**src/rtl/rotary_pkg.sv**
```systemverilog
// Shared constants for the multi-channel quadrature decoder: count modes,
// the 2-bit {A,B} state encodings and direction helpers.
package rotary_pkg;

    localparam logic MODE_X1 = 1'b0;
    localparam logic MODE_X4 = 1'b1;

    localparam logic [1:0] QS_00 = 2'b00;
    localparam logic [1:0] QS_01 = 2'b01;
    localparam logic [1:0] QS_11 = 2'b11;
    localparam logic [1:0] QS_10 = 2'b10;

    // Forward rotation walks 00 -> 01 -> 11 -> 10 -> 00.
    function automatic logic is_fwd(input logic [1:0] prev_s, input logic [1:0] cur_s);
        return ((prev_s == QS_00) && (cur_s == QS_01)) ||
               ((prev_s == QS_01) && (cur_s == QS_11)) ||
               ((prev_s == QS_11) && (cur_s == QS_10)) ||
               ((prev_s == QS_10) && (cur_s == QS_00));
    endfunction

    function automatic logic is_rev(input logic [1:0] prev_s, input logic [1:0] cur_s);
        return is_fwd(cur_s, prev_s);
    endfunction

endpackage

```
**src/rtl/quad_channel.sv**
```systemverilog
// One encoder channel: 2-FF synchronizers, debouncers, quadrature decode,
// registered step pulses and a bounded position counter with sticky error.
module quad_channel
    import rotary_pkg::*;
#(
    parameter int DB_N    = 11,
    parameter int POS_W   = 8,
    parameter int POS_MAX = (1 << POS_W) - 1,
    parameter int WRAP    = 1
) (
    input  logic             clk,
    input  logic             reset_n,
    input  logic             enable,
    input  logic             mode,
    input  logic             a,
    input  logic             b,
    input  logic             clear,
    output logic             right,
    output logic             left,
    output logic [POS_W-1:0] pos,
    output logic             err
);

    localparam logic [POS_W-1:0] PMAX  = POS_W'(POS_MAX);
    localparam logic [POS_W-1:0] PZERO = '0;

    logic [1:0]      sync1;
    logic [1:0]      sync2;
    logic [1:0]      db;
    logic [DB_N-1:0] db_cnt [2];

    logic [1:0] prev;
    logic       primed;
    logic       active;
    logic       changed;
    logic       illegal;
    logic       step_r;
    logic       step_l;

    // Bit 1 carries A, bit 0 carries B, so db is directly the {A,B} state.
    always_ff @(posedge clk) begin
        if (!reset_n) begin
            sync1 <= 2'b00;
            sync2 <= 2'b00;
        end else begin
            sync1 <= {a, b};
            sync2 <= sync1;
        end
    end

    // A level is accepted only after 2^DB_N consecutive differing samples.
    always_ff @(posedge clk) begin
        if (!reset_n) begin
            db <= 2'b00;
            for (int i = 0; i < 2; i++) begin
                db_cnt[i] <= '0;
            end
        end else begin
            for (int i = 0; i < 2; i++) begin
                if (sync2[i] != db[i]) begin
                    if (&db_cnt[i]) begin
                        db[i]     <= sync2[i];
                        db_cnt[i] <= '0;
                    end else begin
                        db_cnt[i] <= db_cnt[i] + DB_N'(1);
                    end
                end else begin
                    db_cnt[i] <= '0;
                end
            end
        end
    end

    assign active  = enable && primed;
    assign changed = (db != prev);
    assign illegal = active && ((db ^ prev) == 2'b11);

    always_comb begin
        step_r = 1'b0;
        step_l = 1'b0;
        if (active && changed && !illegal) begin
            if (mode == MODE_X4) begin
                step_r = is_fwd(prev, db);
                step_l = is_rev(prev, db);
            end else begin
                step_r = (prev == QS_10) && (db == QS_00);
                step_l = (prev == QS_01) && (db == QS_00);
            end
        end
    end

    function automatic logic [POS_W-1:0] pos_inc(input logic [POS_W-1:0] p);
        if (p == PMAX) begin
            return (WRAP != 0) ? PZERO : PMAX;
        end
        return p + POS_W'(1);
    endfunction

    function automatic logic [POS_W-1:0] pos_dec(input logic [POS_W-1:0] p);
        if (p == PZERO) begin
            return (WRAP != 0) ? PMAX : PZERO;
        end
        return p - POS_W'(1);
    endfunction

    // Dropping enable un-primes the channel so re-enabling just re-learns prev.
    always_ff @(posedge clk) begin
        if (!reset_n) begin
            prev   <= 2'b00;
            primed <= 1'b0;
            right  <= 1'b0;
            left   <= 1'b0;
            pos    <= '0;
            err    <= 1'b0;
        end else begin
            right <= step_r;
            left  <= step_l;

            if (!enable) begin
                primed <= 1'b0;
            end else if (!primed) begin
                prev   <= db;
                primed <= 1'b1;
            end else if (changed) begin
                prev <= db;
            end

            if (clear) begin
                pos <= '0;
                err <= 1'b0;
            end else begin
                if (illegal) begin
                    err <= 1'b1;
                end
                if (step_r) begin
                    pos <= pos_inc(pos);
                end else if (step_l) begin
                    pos <= pos_dec(pos);
                end
            end
        end
    end

endmodule

```
**src/rtl/rotary_decoder_mc.sv**
```systemverilog
// Multi-channel rotary encoder decoder: CH independent quad_channel slices
// sharing clock, reset, enable and count mode.
module rotary_decoder_mc
    import rotary_pkg::*;
#(
    parameter int CH      = 2,
    parameter int DB_N    = 11,
    parameter int POS_W   = 8,
    parameter int POS_MAX = (1 << POS_W) - 1,
    parameter int WRAP    = 1
) (
    input  logic                clk,
    input  logic                reset_n,
    input  logic                enable,
    input  logic                mode,
    input  logic [CH-1:0]       a,
    input  logic [CH-1:0]       b,
    input  logic [CH-1:0]       clear,
    output logic [CH-1:0]       right,
    output logic [CH-1:0]       left,
    output logic [CH*POS_W-1:0] pos,
    output logic [CH-1:0]       err
);

    for (genvar i = 0; i < CH; i++) begin : g_ch
        quad_channel #(
            .DB_N    (DB_N),
            .POS_W   (POS_W),
            .POS_MAX (POS_MAX),
            .WRAP    (WRAP)
        ) u_ch (
            .clk     (clk),
            .reset_n (reset_n),
            .enable  (enable),
            .mode    (mode),
            .a       (a[i]),
            .b       (b[i]),
            .clear   (clear[i]),
            .right   (right[i]),
            .left    (left[i]),
            .pos     (pos[i*POS_W +: POS_W]),
            .err     (err[i])
        );
    end

endmodule

```
**config.mk**
```make
export PLATFORM = sky130hd
export DESIGN_NAME = rotary_decoder_mc
export DESIGN_NICKNAME = d
export VERILOG_FILES = /design/src/rtl/rotary_pkg.sv /design/src/rtl/quad_channel.sv /design/src/rtl/rotary_decoder_mc.sv
export SDC_FILE = /design/constraint.sdc
export NUM_CORES = 1
export LEC_CHECK = 0
export ABC_AREA = 0
export BUFFER_PORTS_ARGS = -buffer_cell sky130_fd_sc_hd__buf_4
export CAP_MARGIN = 10
export CORE_MARGIN = 4
export CORE_UTILIZATION = 52
export CTS_CLUSTER_DIAMETER = 120
export DETAILED_ROUTE_END_ITERATION = 12
export PLACE_DENSITY = 0.7
export SYNTH_ARGS = -nofsm -noshare
export SYNTH_HDL_FRONTEND = slang
export SYNTH_SLANG_ARGS = --single-unit
```
**constraint.sdc**
```tcl
create_clock -name clk -period 2.1 [get_ports clk]
set_input_delay 0.105 -clock clk [delete_from_list [all_inputs] [get_ports clk]]
set_output_delay 0.105 -clock clk [all_outputs]
set_load 0.03 [all_outputs]
```
==> impl_summary.txt <==
----------------------------------------------------
[Die]
  Effective utilization at floorplan ... 0.540
  Top-Level Pins ... 32
  Row cnt ... 34
  Total core area ... 0.00885 mm²
  Overall die width ... 104 µm
  Area of the die ... approximately 0.011 mm²
  Die Y ... 104 µm

[CTS]
  Number of buffers created by CTS ... 9
  Maximum root-to-sink buffer count ... 2
  Clock slew at the register clock pins of the worst setup and hold paths ... roughly 0.080 ns
  Number of H-tree branching levels ... 3
  Clock network latency to the later pin of the worst-skew pair ... 0.35 ns
  Clock tree from TritonCTS ... built
  Clk sinks ... 83
  Number of setup buffers added after CTS ... 0
  Clock tree root driver cell ... sky130_fd_sc_hd__clkbuf_8
  Post-cts hold buffer count ... 4
  Post-cts gate resize count ... 0

[Synthesis]
  Area of the mapped netlist ... roughly 0.0048 mm²
  Flip-flop and latch count after synthesis ... 83
  Share of synthesized flip-flops with an asynchronous set or reset ... 0
  Synth Warn # ... 0
  Number of distinct standard cells referenced by the synthesized netlist ... 64
  Sequential area share after synthesis ... 0.440
  Number of enable-type register cells in the synthesized netlist ... between 40 and 50
  Per-instance average area after synthesis ... 9.42 µm²
  Commonest register cell after synthesis ... sky130_fd_sc_hd__edfxtp_1
  Number of instances in the synthesized netlist ... 507

[Timing]
  Maximum frequency from static timing analysis ... about 0.52 GHz
  Slew Viols, Final ... 0
  Final-layout worst hold slack ... a little under 0.07 ns
  Unrepaired setup endpoints after global routing ... no
  Part of the cycle the worst path needs ... 0.924
  Final period demand of the worst path ... roughly 1.9 ns
  Worst clock skew on the final layout ... about 0.011 ns
  Hold violation count in the final report ... 0
  Final setup TNS ... 0 ns
  Post-route setup slack ... around 0.16 ns
  Number of setup violations in the final report ... 0

[Worst setup path]
  Crit path max-delay family ... flip-flops
  CP startpoint kind ... flop
  Crit. End Element ... flop
  CP Data Required Time ... 2.34 ns
  Buffers & Inverters on Critical Path ... 0
  Cells traversed along the worst timing path ... xor2_1, xor2_2, nor2_1, nand2_1, o21a_1, o221a_1
  Slowest library cell on the worst path ... sky130_fd_sc_hd__dfxtp_1
  Crit path largest cell delay ... a little over 0.5 ns
  Path type of the worst setup path ... reg2reg
  Max FO, Critical Path ... 7
  Crit path arrival time ... 2.18 ns

[Detailed routing]
  Wire length reported by the detailed router ... ~9000 µm
  Routed wire per std cell ... between 10 and 15 µm
  Via density per instance ... between 5 and 6
  Initial DRC count ... 93
  Final routed DRC violation total ... 0
  Total number of vias ... about 3700
  Final ANT Viol Nets ... 0
  Detailed-routing iteration count for the pre-antenna-repair pass ... 4

[Placed design]
  Global placer's final weighted congestion ... just under 0.9
  Count of port buffers added during placement ... 31
  Placed Cells ... 670
  Post-detail-place hpwl ... between 6000 and 7000 µm
  Area post-placement ... between 0.005 and 0.006 mm²
  Post-place setup slack ... approximately 0.14 ns

[Flow run]
  Max Cap Violations ... 0

[Global routing]
  Vias in the first global route ... 3468
  Initial antenna violation count ... 0
  Global-route wire length before repair ... 15900 µm
  Overall fraction of global-route tracks in use ... 0.174
  Maximum number of pins on one net before global-route repair ... 29
  Final global-route overflow total ... 0

[Final layout]
  Final cell area excluding filler cells ... ~0.0055 mm²
  Fillcell total ... between 700 and 800
  Total area of sequential cells ... approximately 0.0021 mm²
  Antenna diodes ... 0
  Area taken by multi-input logic gates ... between 0.002 and 0.003 mm²
  Synth-to-layout area growth ... 14.7%
  Commonest non-fill, non-tap cells in the layout ... sky130_fd_sc_hd__nor2_1, sky130_fd_sc_hd__edfxtp_1, sky130_fd_sc_hd__conb_1
  Non-Filler Instances ... between 600 and 700
  Share of the core filled with cells ... 0.619
  Commonest non-fill, non-tap cell in the layout ... sky130_fd_sc_hd__nor2_1
  Nets ... 597
  Ratio of cells with drive above 1 in the final layout ... 0.120

[Hold path]
  Class of the tightest hold or removal check ... in2reg

[Power and ir drop]
  Total leakage power ... 2.17 nW
  Areal power density over the cells ... 574 mW/mm²
  Total power ... 3.15 mW
  Peak supply drop ... a little over 0.0004 V

[Outcome]
  Result of the run ... finished, final reports clean

----------------------------------------------------
[flip-flops by register name, summed over array words and instances, names as in the netlist]
| name | cells |
|---|---|
| g_ch.u_ch.db | 4 |
| g_ch.u_ch.db_cnt | 44 |
| g_ch.u_ch.err | 2 |
| g_ch.u_ch.left | 2 |
| g_ch.u_ch.pos | 16 |
| g_ch.u_ch.prev | 4 |
| g_ch.u_ch.primed | 1 |
| g_ch.u_ch.right | 2 |
| g_ch.u_ch.sync1 | 4 |
| g_ch.u_ch.sync2 | 4 |
[path summary, 6_finish.rpt]
path                                            to  cells after the start                             start  slack [ns]
hold reg to reg   g_ch[1].u_ch.sync2[1]$_SDFF_PN0_                      1  g_ch[1].u_ch.sync1[1]$_SDFF_PN0_        0.44
setup / recovery  g_ch[0].u_ch.pos[2]$_SDFFE_PP0P_                      6   g_ch[0].u_ch.db[0]$_SDFFE_PN0P_        0.16
setup reg to reg  g_ch[0].u_ch.pos[2]$_SDFFE_PP0P_                      6   g_ch[0].u_ch.db[0]$_SDFFE_PN0P_        0.16
hold / removal      g_ch[0].u_ch.primed$_SDFF_PN0_                      2                            enable        0.07
[cell families after synthesis]
| logic type | count (synthesis) | synth area share |
|---|---|---|
| compound gates | 91 | 0.135 |
| xor+xnor | 56 | 0.107 |
| fa+ha+maj | 10 | 0.0262 |
| buf+inv | 47 | 0.0495 |
| flops | 83 | 0.440 |
| mux | 8 | 0.0168 |
| other cells | 1 | 0.000785 |
| simple gates | 211 | 0.225 |
[synth_stat cells, types with 2 or more instances]
cell type	count	area, µm²
sky130_fd_sc_hd__o21bai_1	2	15.0
sky130_fd_sc_hd__a41o_1	3	30.0
sky130_fd_sc_hd__nand4_1	5	31.3
sky130_fd_sc_hd__a31oi_1	7	43.8
sky130_fd_sc_hd__edfxtp_1	44	1320
sky130_fd_sc_hd__nor4b_1	2	17.5
sky130_fd_sc_hd__nor4b_2	2	30.0
sky130_fd_sc_hd__o21ai_0	14	70.1
sky130_fd_sc_hd__dfxtp_1	39	781
sky130_fd_sc_hd__xnor2_1	22	193
sky130_fd_sc_hd__a32o_1	2	20.0
sky130_fd_sc_hd__buf_6	2	22.5
sky130_fd_sc_hd__or3_1	3	18.8
sky130_fd_sc_hd__a21oi_2	3	26.3
sky130_fd_sc_hd__a211o_1	2	17.5
sky130_fd_sc_hd__buf_4	10	75.1
sky130_fd_sc_hd__xor2_2	2	32.5
sky130_fd_sc_hd__nor2_1	62	233
sky130_fd_sc_hd__nand2_1	36	135
sky130_fd_sc_hd__o21a_1	4	30.0
sky130_fd_sc_hd__a41oi_1	2	17.5
sky130_fd_sc_hd__a21o_1	3	22.5
sky130_fd_sc_hd__nand3_1	26	130
sky130_fd_sc_hd__and2_1	17	106
sky130_fd_sc_hd__buf_2	6	30.0
sky130_fd_sc_hd__inv_1	16	60.1
sky130_fd_sc_hd__a21oi_1	21	105
sky130_fd_sc_hd__and3_1	17	106
sky130_fd_sc_hd__nand2b_1	2	12.5
sky130_fd_sc_hd__and4_1	2	17.5
sky130_fd_sc_hd__a211oi_1	5	37.5
sky130_fd_sc_hd__clkbuf_1	13	48.8
sky130_fd_sc_hd__ha_1	10	125
sky130_fd_sc_hd__mux2i_1	8	80.1
sky130_fd_sc_hd__o21ai_1	4	20.0
sky130_fd_sc_hd__a311oi_1	4	35.0
sky130_fd_sc_hd__nor3_1	12	60.1
sky130_fd_sc_hd__xor2_1	31	272
sky130_fd_sc_hd__nor2b_1	17	106
[area by class of cell]
class	instances	area share
multi-input cells	420	0.475
clock buffers	15	0.0345
clock inverters	1	0.00548
flip-flops and latches	83	0.384
well taps	108	0.0247
repair buffers	47	0.0662
inverters	16	0.0110
[metal layers]
| metal | global-route usage | routed length (µm) | vias to the layer above |
|---|---|---|---|
| met5 | 0 | 0 | - |
| met4 | 0.0465 | 90 | 0 |
| met3 | 0.0459 | 355 | 8 |
| met2 | 0.297 | 4410 | 63 |
| met1 | 0.220 | 4090 | 1705 |
| li1 | - | - | 1878 |
[worst register-to-register path: cells and delay by family (launching register included)]
family          cells  cell delay, ns
flops               1            0.51
simple gates        2            0.45
compound gates      2            0.43
xor+xnor            2            0.45
[report_power, final]
part,switching [mW],leakage (nW),internal (mW)
combinational,0.0714,1.29,0.0564
clock,0.538,0.108,0.698
sequential,0.0342,0.770,1.75
total,0.644,2.17,2.50
(Power assumes the default switching activity.)
